## config.mk

```make
export PLATFORM = sky130hd
export DESIGN_NAME = mfp_serial_tx_flat
export DESIGN_NICKNAME = d
export VERILOG_FILES = /design/src/rtl/mfp_serial_tx_pkg.sv /design/src/rtl/mfp_serial_tx_if.sv /design/src/rtl/mfp_bit_timer.sv /design/src/rtl/mfp_serial_tx.sv /design/src/flat_wrapper.sv
export SDC_FILE = /design/constraint.sdc
export NUM_CORES = 1
export LEC_CHECK = 0
export BUFFER_PORTS_ARGS = -buffer_cell sky130_fd_sc_hd__buf_2
export CORE_MARGIN = 3
export CORE_UTILIZATION = 60
export CTS_CLUSTER_SIZE = 30
export DETAILED_ROUTE_END_ITERATION = 16
export GPL_TIMING_DRIVEN = 0
export PLACE_DENSITY = 0.81
export SYNTH_ARGS = -nofsm -noshare
export SYNTH_HDL_FRONTEND = slang
export SYNTH_SLANG_ARGS = --single-unit
```

## constraint.sdc

```tcl
create_clock -name clk -period 3.26 [get_ports clk]
set_clock_uncertainty 0.05 [all_clocks]
set_input_delay 0.652 -clock clk [delete_from_list [all_inputs] [get_ports clk]]
set_output_delay 0.652 -clock clk [all_outputs]
set_load 0.02 [all_outputs]
```

## src/rtl/mfp_serial_tx_pkg.sv

```systemverilog
// Shared types and encodings for the MFP serial transmitter.
// Covers the FSM state enum and the UART control field codes with their decode helpers.
package mfp_serial_pkg;

    typedef enum logic [2:0] {
        IDLE   = 3'd0,
        START  = 3'd1,
        DATA   = 3'd2,
        PARITY = 3'd3,
        STOP   = 3'd4
    } tx_state_e;

    localparam logic [1:0] DB_8 = 2'b00;
    localparam logic [1:0] DB_7 = 2'b01;
    localparam logic [1:0] DB_6 = 2'b10;
    localparam logic [1:0] DB_5 = 2'b11;

    localparam logic [1:0] SB_SYNC = 2'b00;
    localparam logic [1:0] SB_1    = 2'b01;
    localparam logic [1:0] SB_1P5  = 2'b10;
    localparam logic [1:0] SB_2    = 2'b11;

    function automatic logic [3:0] data_bit_count(input logic [1:0] code);
        case (code)
            DB_8:    return 4'd8;
            DB_7:    return 4'd7;
            DB_6:    return 4'd6;
            default: return 4'd5;
        endcase
    endfunction

    function automatic logic [7:0] data_mask(input logic [1:0] code);
        case (code)
            DB_8:    return 8'hFF;
            DB_7:    return 8'h7F;
            DB_6:    return 8'h3F;
            default: return 8'h1F;
        endcase
    endfunction

endpackage

```

## src/rtl/mfp_serial_tx_if.sv

```systemverilog
// Output-FIFO handshake between the MFP FIFO (master) and the line transmitter (slave).
// strobe is a one-clk pop, only raised while data_available=1; data is the head byte and is valid whenever data_available=1.
interface mfp_serial_tx_if;
    logic       data_available;
    logic [7:0] data;
    logic       strobe;

    modport master (output data_available, output data, input strobe);
    modport slave  (input data_available, input data, output strobe);
endinterface

```

## src/rtl/mfp_bit_timer.sv

```systemverilog
// Loadable down-counter gated by clk_en; bit_done pulses on the tick where the count reaches 1.
// A bit loaded with N therefore spans exactly N clk_en ticks.
module mfp_bit_timer #(
    parameter int CNT_W = 17
) (
    input  logic             clk,
    input  logic             reset_n,
    input  logic             clk_en,
    input  logic             load,
    input  logic [CNT_W-1:0] load_val,
    output logic             bit_done
);

    logic [CNT_W-1:0] count;

    assign bit_done = clk_en && (count == CNT_W'(1));

    always_ff @(posedge clk or negedge reset_n) begin
        if (!reset_n) begin
            count <= '0;
        end else if (load) begin
            count <= load_val;
        end else if (clk_en && (count != '0)) begin
            count <= count - CNT_W'(1);
        end
    end

endmodule

```

## src/rtl/mfp_serial_tx.sv

```systemverilog
// MFP UART line transmitter: pops bytes from the output FIFO and frames them onto txd.
// Frame format and divisor are captured at launch so mid-frame register writes never corrupt a frame.
module mfp_serial_tx
    import mfp_serial_pkg::*;
#(
    parameter int DIV_W = 16
) (
    input  logic             clk,
    input  logic             reset_n,
    input  logic             clk_en,
    mfp_serial_tx_if.slave   fifo,
    input  logic [DIV_W-1:0] baud_div,
    input  logic [1:0]       databits,
    input  logic             parity_en,
    input  logic             parity_even,
    input  logic [1:0]       stopbits,
    input  logic             cts,
    output logic             txd,
    output logic             busy,
    output tx_state_e        state_dbg
);

    localparam int CNT_W = DIV_W + 1;

    tx_state_e        state;
    tx_state_e        next_state;
    logic             launch;
    logic             bit_done;
    logic             timer_load;
    logic [CNT_W-1:0] timer_val;
    logic [CNT_W-1:0] stop_len;
    logic [DIV_W-1:0] div_eff;
    logic [7:0]       masked;

    logic [7:0]       shift_q;
    logic [3:0]       bits_left;
    logic             par_en_q;
    logic             par_bit_q;
    logic [1:0]       stop_q;
    logic [DIV_W-1:0] div_q;

    assign div_eff = (baud_div == '0) ? DIV_W'(1) : baud_div;
    assign masked  = fifo.data & data_mask(databits);
    assign launch  = (state == IDLE) && clk_en && fifo.data_available && cts;

    // Stop length is one bit wider than the divisor so 2*div cannot wrap.
    always_comb begin
        case (stop_q)
            SB_2:    stop_len = {div_q, 1'b0};
            SB_1P5:  stop_len = {1'b0, div_q} + {2'b00, div_q[DIV_W-1:1]};
            default: stop_len = {1'b0, div_q};
        endcase
    end

    always_ff @(posedge clk or negedge reset_n) begin
        if (!reset_n) begin
            state <= IDLE;
        end else begin
            state <= next_state;
        end
    end

    always_comb begin
        next_state = state;
        case (state)
            IDLE:   if (launch) next_state = START;
            START:  if (bit_done) next_state = DATA;
            DATA:   if (bit_done && (bits_left == 4'd1))
                        next_state = par_en_q ? PARITY : STOP;
            PARITY: if (bit_done) next_state = STOP;
            STOP:   if (bit_done) next_state = IDLE;
            default: next_state = IDLE;
        endcase
    end

    always_comb begin
        fifo.strobe = launch;
        busy        = (state != IDLE);
        state_dbg   = state;
        case (state)
            START:   txd = 1'b0;
            DATA:    txd = shift_q[0];
            PARITY:  txd = par_bit_q;
            default: txd = 1'b1;
        endcase
        timer_load = launch || (bit_done && (state != STOP));
        if (launch) begin
            timer_val = {1'b0, div_eff};
        end else if (next_state == STOP) begin
            timer_val = stop_len;
        end else begin
            timer_val = {1'b0, div_q};
        end
    end

    always_ff @(posedge clk or negedge reset_n) begin
        if (!reset_n) begin
            shift_q   <= '0;
            bits_left <= '0;
            par_en_q  <= 1'b0;
            par_bit_q <= 1'b0;
            stop_q    <= '0;
            div_q     <= '0;
        end else if (launch) begin
            shift_q   <= fifo.data;
            bits_left <= data_bit_count(databits);
            par_en_q  <= parity_en;
            par_bit_q <= parity_even ? ^masked : ~^masked;
            stop_q    <= stopbits;
            div_q     <= div_eff;
        end else if ((state == DATA) && bit_done) begin
            shift_q   <= shift_q >> 1;
            bits_left <= bits_left - 4'd1;
        end
    end

    mfp_bit_timer #(.CNT_W(CNT_W)) u_bit_timer (
        .clk      (clk),
        .reset_n  (reset_n),
        .clk_en   (clk_en),
        .load     (timer_load),
        .load_val (timer_val),
        .bit_done (bit_done)
    );

endmodule

```

## src/flat_wrapper.sv

```systemverilog
// flat-port wrapper written by rule: the top's interface ports become plain ports
module mfp_serial_tx_flat import mfp_serial_pkg::*;
#(
    parameter int DIV_W = 16
)
  (clk, reset_n, clk_en, baud_div, databits, parity_en, parity_even, stopbits, cts, txd, busy, state_dbg, fifo_data_available, fifo_data, fifo_strobe);
  mfp_serial_tx_if fifo_i ();
  input  logic clk;
  input  logic reset_n;
  input  logic clk_en;
  input  logic [DIV_W-1:0] baud_div;
  input  logic [1:0] databits;
  input  logic parity_en;
  input  logic parity_even;
  input  logic [1:0] stopbits;
  input  logic cts;
  output logic txd;
  output logic busy;
  output tx_state_e state_dbg;
  input wire logic [$bits(fifo_i.data_available)-1:0] fifo_data_available;
  input wire logic [$bits(fifo_i.data)-1:0] fifo_data;
  output wire logic [$bits(fifo_i.strobe)-1:0] fifo_strobe;
  assign fifo_i.data_available = fifo_data_available;
  assign fifo_i.data = fifo_data;
  assign fifo_strobe = fifo_i.strobe;
  mfp_serial_tx #(.DIV_W(DIV_W)) u_core (.clk(clk), .reset_n(reset_n), .clk_en(clk_en), .fifo(fifo_i), .baud_div(baud_div), .databits(databits), .parity_en(parity_en), .parity_even(parity_even), .stopbits(stopbits), .cts(cts), .txd(txd), .busy(busy), .state_dbg(state_dbg));
endmodule
```

==> summary by stage, run 1 <==
Synthesis
Of the synthesized area, sequential elements account for 0.338. Each instance of the synthesized netlist takes up on average 8.17 µm². The most common flop cell mapped by yosys is dfrtp_1. The number of distinct library cells after synthesis is 61. During synthesis, Yosys emitted a total of 0 warnings.

The synthesized instance count is 471. Sorting the synthesized cells by how often they occur yields nand2_1 (89), dfrtp_1 (52), o21ai_0 (38), nor2_1 (37), a21oi_1 (26). The share of synthesized area in the top cell type comes to 0.338.

The fraction of registers with async set/reset is 1.00. The count of flip-flops with a built-in enable after synthesis is 0. After synthesis, the cell types taking the most area are dfrtp_1 (34%), nand2_1 (8.7%), ha_1 (8.1%). The post-synth net total is 532. The synthesis-stage register bit count is 52. Of all cell types, the one taking the most synthesized area is dfrtp_1. The most frequently used cell type in the post-synthesis netlist is nand2_1. The synthesized cell area is approximately 3800 µm².

Drt
The detailed-routing iteration count for the pre-antenna-repair pass is 5. Dividing the detail-routed wire length by the instance count gives between 15 and 20 µm. The violation count after the first detailed-route iteration is 366. Using the TritonRoute via totals, the vias-per-cell ratio works out to 6.30. The sum of routed wire length over all layers is about 10,000 µm. The total via count after detailed routing is ~3,700. The DRC violation count after routing is 0. In this run the remaining antenna-violating nets after routing total 0.

STA
Static timing analysis puts the maximum clock frequency at 325 MHz. The smallest clock period supported by the final layout is computed as 3.08 ns. Setup slack on the critical path of the routed design comes to between 0.15 and 0.2 ns. Setup violations remaining at the end of the flow were counted as 0.

The final max-slew violation count came to 0. The post-route fraction of the period consumed by the critical path is 0.945. Headroom to the max-slew limit came out at 0.207. At the pin with the least slew margin, the transition time is 1.19 ns. The final-report hold violation count is 0. Setup repair after global routing left no endpoint under its margin. Adding up every negative setup slack in the final design gives 0 ns.

Global routing
The maximum number of pins on one net before global-route repair is 53. The wire length of the first global-routing pass is 17,200 µm. The via count of the first global-routing pass is between 3,000 and 4,000. The global routing usage summed across all routing layers is 0.294. The number of antenna violations at the first check in global routing is 0. The global route total overflow is 0.

Worst setup path
The arrival time at the worst endpoint is 2.38 ns. The kind of launch point of the worst setup path is a flop. Along the worst path, the maximum fanout reaches 19. The worst setup path category is reg -> out.

At the worst endpoint, the required time is 2.56 ns. The type of destination of the critical path is an output port. The minimum setup slack among reg-to-reg paths is 0.23 ns.

The startpoint of the worst-slack reg-to-reg timing path is u_core.u_bit_timer.count[11]. The worst register-to-register path has a depth of 7. The worst register-to-register path ends at u_core.u_bit_timer.count[11].

Clocking
The clock-pin slew on the worst setup and hold paths is 0.09 ns. The number of buffers inserted by hold repair at cts is 0. The clock tree from TritonCTS is done.

The number of sinks driven by the clock tree is 52. The tree is rooted in a clkbuf_8. At the later pin of the worst-skew pair, clock insertion delay measures 0.32 ns.

The total CTS buffers is 5. The maximum level of the CTS H-tree is 2. The deepest clock path buffer count is 2.

Finish
The net count of the finished layout is 578. For this run, the share of the core covered by cells in the final layout is 0.705. Fill cells in the final layout number roughly 500. The area added between synthesis and finish is 11.0%. Of the cells placed in the final design, the portion with a size suffix greater than 1 is 0.143. The total inserted antenna cells is 0.

Placed design
At the end of routability-driven placement, the weighted congestion stood at 0.891. The minimum setup slack after placement is -0.360 ns. The detailed placement HPWL is 7740 µm. Port buffering added 40 buffers.

Min path
The count of cells along the worst hold path is 2. The hold path startpoint is u_core.par_bit_q. The worst hold path terminates at u_core.par_bit_q. The path class of the tightest hold or removal check is reg -> reg.

Die
The initial cell density of the core is 0.635. Measured along the x axis, the die boundary spans about 86 µm. The die is roughly 86 µm tall. Row generation in the floorplan step produced 28 rows.

The area of the placeable core is 6060 µm². The total die area is 7410 µm². 41 I/O pins were placed.

Power and ir drop
The leakage component of the power is ~1.9 nW. IR analysis of the VDD net gives a maximum drop of 0.614 mV. The power per standard cell area is 899 nW/µm².

Flow run
The number of violations of the max-capacitance limit is 0.

Outcome
The flow ran to the end, and the final reports show no timing, DRC or antenna violations.
worst max path at each step:
stage | startpoint | endpoint | slack [ns] | cells past startpoint
3_3_place_gp | u_core.state_dbg[0] | fifo_strobe | -0.31 | 9
5_1_grt | u_core.u_bit_timer.count[13] | u_core.u_bit_timer.count[11] | 0.03 | 7
2_1_floorplan | u_core.state_dbg[0] | fifo_strobe | 0.11 | 8
3_5_place_dp | u_core.state_dbg[0] | fifo_strobe | -0.36 | 9
6_report | u_core.state_dbg[0] | fifo_strobe | 0.18 | 7
4_1_cts | u_core.state_dbg[0] | fifo_strobe | 0.09 | 7
area by class of cell:
| type | count | area, µm² | area share |
|---|---|---|---|
| Clock buffer | 5 | 68.8 | 0.0161 |
| Multi-Input combinational cell | 379 | 2390 | 0.561 |
| Tap cell | 75 | 93.8 | 0.0220 |
| Buffer | 17 | 82.6 | 0.0193 |
| Inverter | 21 | 78.8 | 0.0185 |
| Clock inverter | 3 | 42.5 | 0.00996 |
| Sequential cell | 52 | 1300 | 0.305 |
| Timing Repair Buffer | 41 | 208 | 0.0486 |
report_power, final:
group	internal (W)	switching [W]	total [W]
clock network	0.000228	0.000232	0.000460
registers	0.000922	0.000306	0.00123
logic	0.000901	0.00125	0.00215
total	0.00205	0.00179	0.00384
layer usage:
metal	track usage	wire [µm]
met5	0	0
met3	0.0346	552
met2	0.503	4910
met1	0.352	4130
met4	0.178	600
cells in the final DEF (no fill, tap or decap), types with 3 or more instances in the layout:
cell type  count
a211oi_1       4
a21oi_1       26
a221oi_1       3
a22oi_1        4
a31o_2         4
a31oi_1        6
and2_1         5
buf_2         46
clkbuf_1       7
clkbuf_8       5
dfrtp_1       52
ha_1          25
inv_1         20
mux2i_1       12
nand2_1       89
nand2b_1       5
nand3_1        8
nor2_1        37
nor3_1        13
nor4_1         5
o211ai_1       4
o21a_1         5
o21ai_0       38
o21bai_1       5
o22ai_1        3
o31ai_1        3
or3_1          5
or4_1          3
xnor2_1       18
xor2_1         9
cells by family after synthesis:
logic type | Yosys count | synth area share
adders and majority gates | 26 | 0.0865
xor gates and xnor gates | 27 | 0.0614
buffers and inverters | 40 | 0.0423
and+or+nand+nor | 188 | 0.230
AOI/OAI and AO/OA | 125 | 0.208
DFF | 52 | 0.338
muxes | 13 | 0.0341
through the flow:
stage	instance area [µm²]	instances	hold WS, ns	total power, W
2_1_floorplan	3850	471	0.306	0.00279
3_3_place_gp	4140	586	0.420	0.00326
3_5_place_dp	4140	586	0.424	0.00334
4_1_cts	4260	593	0.446	0.00380
5_1_grt	4270	593	0.490	0.00417
6_report	4270	593	0.446	0.00384
critical path, cell delays in order, from the launching register on:
cell and delay [ns]:
dfrtp_1 0.38, clkbuf_1 0.19, or3_1 0.42, or2_4 0.32, inv_2 0.11, buf_2 0.23
buf_6 0.21, buf_2 0.19
state kept, by name, summed over array words and instances, names as in the netlist:
register,cells
u_core.u_bit_timer.count,17
u_core.stop_q,2
u_core.par_bit_q,1
u_core.state_dbg,3
u_core.shift_q,8
u_core.bits_left,4
u_core.div_q,16
u_core.par_en_q,1
repair_timing:
item | in CTS | in global routing
buffers inserted | 1 | 0
endpoints found under the setup margin | 1 | 3
resized for setup | 3 | 2
Note: power is estimated with default switching activity, not from simulation.
==> inputs of run 2 (changes only) <==
--- a/config.mk
+++ b/config.mk
@@ -10,8 +10,10 @@
 export CORE_UTILIZATION = 60
 export CTS_CLUSTER_SIZE = 30
 export DETAILED_ROUTE_END_ITERATION = 16
+export GPL_ROUTABILITY_DRIVEN = 0
 export GPL_TIMING_DRIVEN = 0
 export PLACE_DENSITY = 0.81
+export RECOVER_POWER = 100
 export SYNTH_ARGS = -nofsm -noshare
 export SYNTH_HDL_FRONTEND = slang
 export SYNTH_SLANG_ARGS = --single-unit
==> run 2 against run 1 <==
Global-route usage down 0.36 points. Clock power is 14% lower. Worst setup slack got worse by 0.062 ns. Cell area down 0.79%. Critical path depth did not move. Final cell count stayed put. First-iteration DRC count fell by 30%. Hold slack got worse by 0.00059 ns. Sequential power is essentially flat. Count of clock-buffer cells in the layout grew 1. Sequential share of layout area up 0.24 points. Fmax shrank 2.0%. Critical path type unchanged. Largest power group unchanged. Highest routed layer unchanged.
==> summary by stage, run 2 (synthesized netlist as in run 1, its figures left out) <==
STA
The final max-slew violation count is 0 (unchanged). The measured slew at the worst slew-check pin was 1.31 ns (+0.116 ns). The least setup slack across all paths after layout is 0.118 ns (-0.0619 ns). The minimum clock period is 3.14 ns (+0.0619 ns). The achievable frequency is 318 MHz (-2.0%). The number of setup violations in the final report is 0 (unchanged). The final-report hold violation count was 0 (unchanged).

The worst slew margin relative to its limit is 0.129 (-0.0775). Setup repair after global routing left no endpoint under its margin. The final setup TNS is 0 ns (unchanged). The post-route fraction of the period consumed by the critical path was 0.964 (+0.0190).

Global routing
The global routing usage summed across all routing layers is 0.291 (-0.00358). The wire length of the first global-routing pass was 16,900 µm (-1.3%). The via count of the first global-routing pass was 3,606 (-2.4%). The global route total overflow is 0 (unchanged). The number of antenna violations at the first check in global routing is 0 (unchanged). The maximum number of pins on one net before global-route repair was 53 (unchanged).

Finish
More flip-flops sit in one register than any other, and that register is u_core.u_bit_timer.count. In the layout the commonest cells are nand2_1 (89), dfrtp_1 (52), buf_2 (39), o21ai_0 (39), nor2_1 (37). The fraction of layout instances using a drive strength above 1 is 0.127 (-0.0154).

Leaving out fill and tap cells, the most frequent cell in the layout is nand2_1. The largest registers in the layout are u_core.u_bit_timer.count (17), u_core.div_q (16), u_core.shift_q (8). The fraction of the core area covered by cells at the end of the flow is 0.699 (-0.00557). The flip-flop count of the largest register, all copies and words added is 17 (unchanged). Relative to the synthesized area, the layout overhead comes to 10.1%.

The post-layout instance area came to 4240 µm² (-0.79%). The total inserted antenna cells came to 0 (unchanged). The net count reported at finish is 578 (unchanged).

Clocking
The total CTS buffers came to 5 (unchanged). The latest clock arrival within the worst-skew pair came to 0.31 ns (about the same). The clock-pin slew on the worst setup and hold paths is 0.10 ns (about the same).

The number of sinks driven by the clock tree was 52 (unchanged). The root buffer cell is clkbuf_8. TritonCTS built the clock tree. The maximum level of the CTS H-tree came to 2 (unchanged). The deepest clock path buffer count is 2 (unchanged).

Outcome
The run finished with clean final reports.

Flow run
The number of violations of the max-capacitance limit came to 0 (unchanged).

Die
The die height is 86.1 µm (unchanged). The area of the placeable core is 6060 µm² (unchanged). The total die area is 7410 µm² (unchanged). The initial cell density of the core came to 0.635 (unchanged). The horizontal die dimension is 86.1 µm (unchanged).

The number of top-level design ports came to 41 (unchanged). The total number of placement rows is 28 (unchanged).

Min path
The class of the tightest hold or removal check is reg -> reg.

Worst setup path
The minimum setup slack among reg-to-reg paths was 0.15 ns (-0.08 ns). The kind of launch point of the worst setup path is a flop. The data required time at the worst endpoint is 2.56 ns (about the same). The biggest fanout along the worst timing path came to 19 (unchanged).

STA classifies the critical path endpoint as an output port. The arrival time at the worst endpoint was 2.44 ns (+0.06 ns). The worst setup path category is reg -> out.

Placed design
The cell area after placement came to 4140 µm² (unchanged). The number of port buffers was 40 (unchanged). The detailed placement HPWL is 7640 µm (-1.4%). The minimum setup slack after placement is -0.299 ns (+0.0614 ns).

Power and ir drop
The total power consumption of the routed design is 0.00377 W (-1.8%). The peak ir drop on the vdd network is 0.539 mV (-12%). The power per standard cell area is 890 nW/µm² (-0.97%). The leakage component of the power is 1.90 nW (-1.3%).

Drt
The DRC violation count after routing is 0 (unchanged). The average vias per placed instance is 6.16 (-2.2%). The violation count after the first detailed-route iteration is 258 (-30%). The total met2 wirelength after detailed routing came to 5020 µm (+2.2%).

The post-detailed-route count of antenna-violating nets is 0 (unchanged). The average wire length per cell after detail routing is 17.0 µm (-1.3%). The detailed-routing iteration count for the pre-antenna-repair pass is 5 (unchanged). The highest layer touched by signal routing is met4. The sum of routed wire length over all layers is 10,100 µm (-1.3%). The routed length on met1 is 4000 µm (-3.0%). The routed length on met3 was 591 µm (+7.1%). The total via count after detailed routing came to 3,652 (-2.2%).
==> run 2: changes by cell type in the layout (fill, tap and decap cells not counted), sizes merged <==
cell / change
clkinv: +1
buf: -9
bufinv: -1
clkinvlp: -1
clkbuf: +10
==> run 2: path summary, 6_finish.rpt <==
path                                     startpoint                           to  depth (start not counted)
min in group asynchronous                   reset_n              u_core.div_q[8]                          1
worst min-delay path               u_core.par_bit_q             u_core.par_bit_q                          2
worst min register to register     u_core.par_bit_q             u_core.par_bit_q                          2
max in group asynchronous                   reset_n  u_core.u_bit_timer.count[6]                          1
worst max register to register  u_core.state_dbg[0]  u_core.u_bit_timer.count[0]                         11
worst max-delay path            u_core.state_dbg[0]                  fifo_strobe                          7
==> run 2: report_power, final <==
group	total [W]	switching [W]	internal [W]	leakage, nW
clock	0.000397	0.000226	0.000170	0.0510
sequential	0.00122	0.000295	0.000922	0.648
combinational	0.00216	0.00126	0.000894	1.20
==> run 2: timing repair <==
| action | 4_1_cts | 5_1_grt |
|---|---|---|
| resized for setup | 3 | 2 |
| hold buffers | 0 | 0 |
| setup buffers | 1 | 0 |
| setup endpoints to repair | 1 | 3 |
==> run 2: area by class of cell <==
type / count / area (µm²)
flip-flops and latches: 52 / 1300
clock buffers: 6 / 82.6
repair buffers: 41 / 198
multi-input cells: 379 / 2390
inverters: 21 / 78.8
fillers: 531 / 1820
well taps: 75 / 93.8
clock inverters: 2 / 10.0
plain buffers: 17 / 82.6
==> run 2: per-layer routing <==
metal	up-vias	track usage
li1	1763	-
met1	1725	0.352
met2	129	0.502
met3	35	0.0413
met4	0	0.144
met5	-	0
==> run 2: worst max-delay path: stages (launching register included) <==
cell	delay (ns)
dfrtp_1	0.39
clkbuf_1	0.20
or3_1	0.42
or2_4	0.32
inv_1	0.15
buf_2	0.24
buf_6	0.21
clkbuf_2	0.19
==> run 2: metrics by stage <==
| step | instances | hold slack, ns |
|---|---|---|
| detailed placement | 586 | 0.428 |
| CTS | 593 | 0.449 |
| global route | 593 | 0.494 |
| floorplan | 471 | 0.306 |
| finish | 593 | 0.445 |
| global placement | 586 | 0.420 |
